### src/rtl/scontrol_cmd_tx.sv
// scontrol_cmd_tx: serialises 3-bit supply-control commands onto the strobed C[2:0]/CLK bus.
// Optional macro SCTX_FRAME_CNT_EN adds the 16-bit frame_cnt completed-frame counter port.
module scontrol_cmd_tx #(
    parameter int HALF_CYCLES = 64,
    parameter int GAP_CYCLES  = 128
) (
    input  logic       clk,
    input  logic       rstn,
    input  logic       cmd_valid,
    input  logic [2:0] cmd_code,
    output logic       cmd_ready,
    output logic       busy,
    output logic       cmd_done,
    output logic [2:0] bus_c,
    output logic       bus_clk
`ifdef SCTX_FRAME_CNT_EN
    ,
    output logic [15:0] frame_cnt
`endif
);
    typedef enum logic [2:0] {IDLE, SETUP, HIGH, HOLD, GAP} state_t;

    localparam logic [15:0] HALF_LOAD = 16'(HALF_CYCLES - 1);
    localparam logic [15:0] GAP_LOAD  = 16'((GAP_CYCLES == 0) ? 0 : GAP_CYCLES - 1);

    state_t      state, state_n;
    logic [15:0] timer, timer_n;
    logic [2:0]  idx, idx_n, idx_inc, code, code_n, bus_c_n;
    logic        done_n, last;

    // Discharge is [7,0,7,0,1]; every other opcode is [code,0].
    function automatic logic [2:0] word_of(input logic [2:0] c, input logic [2:0] i);
        return (c == 3'd7) ? ((i == 3'd4) ? 3'd1 : (i[0] ? 3'd0 : 3'd7))
                           : ((i == 3'd0) ? c : 3'd0);
    endfunction

    assign idx_inc = idx + 3'd1;
    assign last    = (code == 3'd7) ? (idx == 3'd4) : (idx == 3'd1);

    // Next-state: each strobe phase lasts HALF_CYCLES; bus_c only moves on HOLD exit.
    always_comb begin
        state_n = state;
        timer_n = timer;
        idx_n   = idx;
        code_n  = code;
        bus_c_n = bus_c;
        done_n  = 1'b0;
        case (state)
            IDLE: if (cmd_valid) begin
                state_n = SETUP;
                timer_n = HALF_LOAD;
                idx_n   = 3'd0;
                code_n  = cmd_code;
                bus_c_n = cmd_code;
            end
            SETUP: begin
                state_n = (timer == 16'd0) ? HIGH : SETUP;
                timer_n = (timer == 16'd0) ? HALF_LOAD : timer - 16'd1;
            end
            HIGH: begin
                state_n = (timer == 16'd0) ? HOLD : HIGH;
                timer_n = (timer == 16'd0) ? HALF_LOAD : timer - 16'd1;
            end
            HOLD: begin
                timer_n = timer - 16'd1;
                if (timer == 16'd0 && last) begin
                    bus_c_n = 3'd0;
                    done_n  = 1'b1;
                    state_n = (GAP_CYCLES == 0) ? IDLE : GAP;
                    timer_n = GAP_LOAD;
                end else if (timer == 16'd0) begin
                    idx_n   = idx_inc;
                    bus_c_n = word_of(code, idx_inc);
                    state_n = SETUP;
                    timer_n = HALF_LOAD;
                end
            end
            GAP: begin
                state_n = (timer == 16'd0) ? IDLE : GAP;
                timer_n = (timer == 16'd0) ? 16'd0 : timer - 16'd1;
            end
            default: state_n = IDLE;
        endcase
    end

    // State and registered outputs, all derived from the next state.
    always_ff @(posedge clk) begin
        if (!rstn) begin
            state     <= IDLE;
            timer     <= 16'd0;
            idx       <= 3'd0;
            code      <= 3'd0;
            bus_c     <= 3'd0;
            bus_clk   <= 1'b0;
            cmd_ready <= 1'b1;
            busy      <= 1'b0;
            cmd_done  <= 1'b0;
        end else begin
            state     <= state_n;
            timer     <= timer_n;
            idx       <= idx_n;
            code      <= code_n;
            bus_c     <= bus_c_n;
            bus_clk   <= (state_n == HIGH);
            cmd_ready <= (state_n == IDLE);
            busy      <= (state_n != IDLE);
            cmd_done  <= done_n;
        end
    end

`ifdef SCTX_FRAME_CNT_EN
    // Completed-frame counter, bumps alongside cmd_done and wraps naturally.
    always_ff @(posedge clk) begin
        if (!rstn) frame_cnt <= 16'd0;
        else if (done_n) frame_cnt <= frame_cnt + 16'd1;
    end
`endif
endmodule

### config.mk
export PLATFORM = sky130hd
export DESIGN_NAME = scontrol_cmd_tx
export DESIGN_NICKNAME = d
export VERILOG_FILES = /design/src/rtl/scontrol_cmd_tx.sv
export SDC_FILE = /design/constraint.sdc
export NUM_CORES = 1
export LEC_CHECK = 0
export BUFFER_PORTS_ARGS = -buffer_cell sky130_fd_sc_hd__buf_2
export CAP_MARGIN = 5
export CORE_ASPECT_RATIO = 1.1
export CORE_MARGIN = 1.5
export CORE_UTILIZATION = 30
export DETAILED_ROUTE_END_ITERATION = 8
export PLACE_DENSITY = 0.47
export SLEW_MARGIN = 0
export SYNTH_ARGS = -nofsm -noshare
export SYNTH_HDL_FRONTEND = slang
export SYNTH_SLANG_ARGS = --single-unit
### constraint.sdc
create_clock -name clk -period 3.78 [get_ports clk]
set_input_delay 0.378 -clock clk [delete_from_list [all_inputs] [get_ports clk]]
set_output_delay 0.378 -clock clk [all_outputs]
set_load 0.1 [all_outputs]
==> metrics.txt, run 1 <==
FILL cells=604; r2r endpoint=timer[10]; Die Footprint=6463 sq um; number of placed instances, taps included=292; Max VDD drop=0.1804 mV; most common cell after layout, fill and taps aside=dfxtp_1; core area=5769 sq um; clock skew=0.002837 ns; setup tns final=0 ns; pin count of the biggest net entering global routing=20; fin util=35.76%; Site Rows=29; RSZ-0062 raised after global routing=false; clk buf depth=2; register area share after synthesis=35.65%; CP Cell Sequence=inv_1 > ha_1 > and4_1 > a21oi_1 > o21ai_0 > a31oi_1; Largest stage delay, worst path=0.69 ns; first-pass GRT wire length=7.051 mm; Post-Route WL=4.011 mm; slew margin rel.=44.43%; element type at the critical path start=flop; Worst R2R Setup Slack=1.71 ns; Cell variety after synth=53; clock sink count=32; Die Height=84.17 microns; total gr overflow=0; IO buf count=12; Hold Slack=0.3689 ns; hold_buf cts=0; Finished Layout Cells=300; Worst Max-Slew Pin Slew=0.8335 ns; Post-Syn Instances=207; Area after DPL=1937 sq um; share of cells above drive strength 1=16.59%; Tcrit/Tclk final=54.84%; Initial Utilization=31.14%; number of antenna violations at the first check in global routing=0; synthesized cell area=1797 sq um; CP Capture Type=flop; Slew Limit Fails=0; post-cts gate resize count=0; CTS H-tree depth=2; total number of vias=1512; Top delay family on crit path=compound AO/OA/AOI/OAI gates; Buf+Inv Stages, Crit Path=1; drc violations=0; CTS tree=built; Hold Crit Class=in -> reg; clk root buf=clkbuf_8; diodes inserted=0; Top FF cell, synth=dfxtp_1; Mapped Avg Cell Area=8.680 sq um; ys async rst share=0%; Nets=233; Clk Latency, worst-skew pair=0.28 ns; max cap viols=0; crit path DAT=2.29 ns; Hold Path Sink=code[2]; Post-Syn Nets=218; PD cells=547.0 nW/um^2; via count of the first global-routing pass=1483; highest net fanout along the worst path=12; Die W=76.79 microns; post-layout min period=2.073 ns; setup violators final=0; reg-to-reg startpoint=timer[0]; CP max-delay cell=a21oi_1; critical path type=reg -> reg; number of DRC markers in iteration 0=57; DP Worst Slack=1.710 ns; Vias/cell=5.040; CTS Buf Count=5; Total GRT Usage=13.64%; post-CTS setup repair buffer count=0; wire per inst=13.37 microns; ANT nets after route=0; worst hold stages=3; number of flops mapped to enable cells by yosys=0; outcome=completed; post-route design area=2063 sq um; Leakage Power=0.8142 nW; post-DP HPWL=3.020 mm; Tot Pwr=1.129 mW; Req. time, crit path=3.99 ns; Area growth syn-to-layout=14.83%; Hold Startpoint=cmd_code[2]; FF+latch count, synth=32; Crit path depth=6; drt first pass iters=4; final hold violation count=0; commonest cells after routing, fill and taps aside=dfxtp_1, nand2_1, nor2_1; Final WS setup=1.707 ns; Yosys Warn Count=0; RD Place Congestion=0.8097; total I/O pin count=13; Worst R2R Path Depth=6; CTS clk-pin slew, worst paths=0.07 ns; Max Fclk=482.4 MHz
-- cell families (layout without fill, tap and decap cells) --
family          after synthesis  count (layout)  synth area share, %
simple gates                 89              89                30.57
fa+ha+maj                     5               5                3.482
buf+inv                      14              30                2.994
compound gates               56              56                21.45
flops                        32              32                35.65
mux                           7               7                3.900
xor+xnor                      4               4                1.950
-- routing by layer --
| metal | GRT usage, % | share of wire (%) | wire, microns | vias up |
|---|---|---|---|---|
| met5 | 0 | 0 | 0 | - |
| met4 | 5.219 | 2.0 | 80 | 0 |
| met3 | 3.696 | 3.1 | 123 | 9 |
| met2 | 23.33 | 48 | 1931 | 17 |
| met1 | 16.23 | 47 | 1876 | 696 |
| li1 | - | - | - | 790 |
-- flip-flops by register name (all words and copies together), names as in the netlist, 3 cells and up --
register,cells
timer,16
bus_c,3
code,3
idx,3
state,3
-- cell usage after synthesis, drive strengths merged, types with 2 or more instances --
cell type | number | share of area (%)
o211ai | 2 | 0.84
nand2 | 17 | 3.7
nand3 | 8 | 2.2
nor2 | 16 | 3.3
a31oi | 5 | 1.7
clkbuf | 3 | 0.63
o31ai | 3 | 2.0
or3 | 5 | 1.7
inv | 9 | 1.9
xnor2 | 2 | 0.98
a21oi | 14 | 3.9
nor3 | 11 | 4.2
xor2 | 2 | 0.98
o22ai | 4 | 1.4
a211oi | 3 | 1.5
dfxtp | 32 | 36
nor3b | 3 | 1.9
a21o | 2 | 0.84
and2 | 6 | 2.1
ha | 5 | 3.5
and3 | 3 | 1.0
nor4 | 4 | 3.4
nor2b | 5 | 1.7
or2 | 2 | 0.84
o21ai | 14 | 4.5
mux2i | 7 | 3.9
o211a | 2 | 1.1
a21boi | 2 | 0.84
nand3b | 2 | 0.84
o21a | 2 | 0.84
-- worst min-delay path: stages --
cell and delay [ns]:
buf_2 0.09, mux2i_1 0.06, nor2b_1 0.09
-- final cells by class --
type                            instances  area [sq um]  share of cell area (%)
Clock buffer                            7         96.34                   4.669
Timing Repair Buffer                   12         60.06                   2.911
Inverter                               10         37.54                   1.819
Clock inverter                          1         30.03                   1.455
Sequential cell                        32         640.6                   31.05
Multi-Input combinational cell        161          1102                   53.43
Tap cell                               77         96.34                   4.669
-- how the worst max path moves through the flow --
stage	from	end	slack, ns
CTS	timer[0]	timer[10]	1.69
floorplan	timer[0]	timer[8]	2.08
global route	timer[0]	timer[10]	1.54
global placement	timer[0]	timer[14]	1.77
detailed placement	timer[0]	timer[10]	1.71
finish	timer[0]	timer[10]	1.71
-- where the power goes --
part | switching (mW) | internal [mW] | total [mW]
combinational | 0.219 | 0.118 | 0.337
clock | 0.126 | 0.232 | 0.359
sequential | 0.0556 | 0.377 | 0.433
total | 0.401 | 0.727 | 1.13
Power figures use the tool's default switching activity.
==> inputs of run 2 (changes only) <==
Settings changed: PLACE_DENSITY 0.47 to 0.49.
Clock period 3.78 ns to 1.9 ns, I/O delays scaled along.
==> run 2 against run 1 <==
  * Via count up 5.7%
  * Sequential power up 98%
  * Non-clock buffer count up 19
  * Largest power group unchanged
  * Combinational power up 150%
  * Sequential cell count unchanged
  * Clock power up 100%
  * Wire length up 7.0%
  * Cell area up 8.2%
  * Global-route usage up 0.37 points
  * Cell count up 6.3%
  * First-iteration DRC count up 18%
==> metrics.txt, run 2 (synthesized netlist as in run 1, its figures left out) <==
CTS Buf Count=5 (unchanged); PD cells=1083 nW/um^2 (+98%); Tot Pwr=2.418 mW (+110%); Int Power=1.573 mW (+120%); Post-Route WL=4.291 mm (+7.0%); number of DRC markers in iteration 0=67 (+18%); diodes inserted=0 (unchanged); Hold Slack=0.1751 ns (-0.1938 ns); post-layout min period=1.813 ns (-0.2598 ns); post-DP HPWL=3.184 mm (+5.4%); element type at the critical path start=flop; clk buf depth=2 (unchanged); Largest stage delay, worst path=0.40 ns (-0.29 ns); pin count of the biggest net entering global routing=12 (-40%); IO buf count=12 (unchanged); outcome=completed; Clk Latency, worst-skew pair=0.28 ns (about the same); Hold Crit Class=in -> reg; crit path DAT=1.99 ns (-0.30 ns); Combinational Power Share=34.8% (+4.9 points); number of antenna violations at the first check in global routing=0 (unchanged); DP Worst Slack=0.08674 ns (-1.623 ns); highest net fanout along the worst path=3 (-9); CP max-delay cell=nor4_4; Worst Max-Slew Pin Slew=0.4838 ns (-0.3497 ns); CTS H-tree depth=2 (unchanged); wire per inst=13.45 microns (+0.61%); CTS clk-pin slew, worst paths=0.07 ns (about the same); Sw Pwr=0.8451 mW (+110%); Max VDD drop=0.7895 mV (+340%); Die Footprint=6463 sq um (unchanged); Hold Startpoint=cmd_code[0]; Slew Limit Fails=0 (unchanged); Worst path most repeated cell=nor4_4; total gr overflow=0 (unchanged); critical path type=reg -> reg; slew margin rel.=67.97% (+24 points); Leakage Power=0.9200 nW (+13%); core area=5769 sq um (unchanged); Worst Setup SP=timer[14]; Die W=76.79 microns (unchanged); CP Cell Sequence=nor4_4 > nand2_1 > nor4_4 > o21ai_1 > and3_1; first-pass GRT wire length=7.238 mm (+2.7%); RSZ-0062 raised after global routing=true; Clock Power Share=29.7% (-2.1 points); final hold violation count=0 (unchanged); Sw Ratio=34.95% (-0.59 points); ANT nets after route=0 (unchanged); Vias/cell=5.009 (-0.61%); drt first pass iters=4 (unchanged); total I/O pin count=13 (unchanged); CTS tree=built; max cap viols=0 (unchanged); reg-to-reg startpoint=timer[14]; Area growth syn-to-layout=24.30%; Die Height=84.17 microns (unchanged); share of cells above drive strength 1=23.97% (+7.4 points); commonest cells after routing, fill and taps aside=dfxtp_1, buf_4, nand2_1, nor2_1, a21oi_1; via count of the first global-routing pass=1540 (+3.8%); most common cell after layout, fill and taps aside=dfxtp_1; clock skew=0.007723 ns (+0.004886 ns); Site Rows=29 (unchanged); setup tns final=0 ns (unchanged); Initial Utilization=31.14% (unchanged); RD Place Congestion=0.7976 (-1.5%); Nets=252 (+8.2%); Biggest register=timer; setup violators final=0 (unchanged); sequential share of power=35.5% (-2.8 points); Tcrit/Tclk final=95.43% (+41 points); max FFs per register=16 (unchanged); total number of vias=1598 (+5.7%); Final WS setup=0.08680 ns (-1.620 ns); clk root buf=clkbuf_8; Max Fclk=551.5 MHz (+14%); CP Capture Type=flop; drc violations=0 (unchanged); Req. time, crit path=2.07 ns (-1.92 ns); fin util=38.71% (+2.9 points); Total GRT Usage=14.01% (+0.37 points); clock sink count=32 (unchanged)
==> run 2: stage by stage <==
stage               area, sq um  cells
finish                     2233    319
CTS                        2168    314
global placement           2042    306
global route               2233    319
floorplan                  1797    207
detailed placement         2042    306
==> run 2: worst max-delay path: cells and delay by family (launching register included) <==
family	cells	cell delay (ns)
flops	1	0.36
compound gates	1	0.17
simple gates	4	1.18
==> run 2: what timing repair did <==
item | in CTS | in global routing
gates resized for setup | 0 | 5
hold buffers | 0 | 0
endpoints found under the setup margin | 0 | 9
buffers inserted | 0 | 5
==> run 2: cell type report <==
type | instances | area (sq um)
fill | 611 | 3536
multi-input combinational | 161 | 1130
sequential | 32 | 640.6
timing repair buffer | 31 | 202.7
clock buffer | 7 | 96.34
tap | 77 | 96.34
inverter | 10 | 37.54
clock inverter | 1 | 30.03
==> run 2: metal layers <==
layer	part of all wire (%)	routed length, microns	up-vias	global-route usage (%)
met5	0	0	-	0
met4	1.5	65	0	4.714
met3	2.9	125	7	3.587
met2	49	2102	18	23.97
met1	47	1996	751	17.04
li1	-	-	822	-
==> run 2: worst paths after layout <==
kind / to / slack (ns) / cells after the start
max: cmd_ready / 0.09 / 5
max reg2reg: cmd_ready / 0.09 / 5
min reg2reg: bus_c[0] / 0.50 / 2
min: code[0] / 0.18 / 3
==> run 2: power groups by stage <==
stage                     sequential [mW]  clock [mW]  combinational (mW)
after floorplan                     0.953           0               0.455
after global placement              0.870           0               0.745
after detailed placement            0.871           0               0.743
after CTS                           0.856       0.739               0.747
after global routing                0.872       0.771               0.926
final                               0.857       0.719               0.842
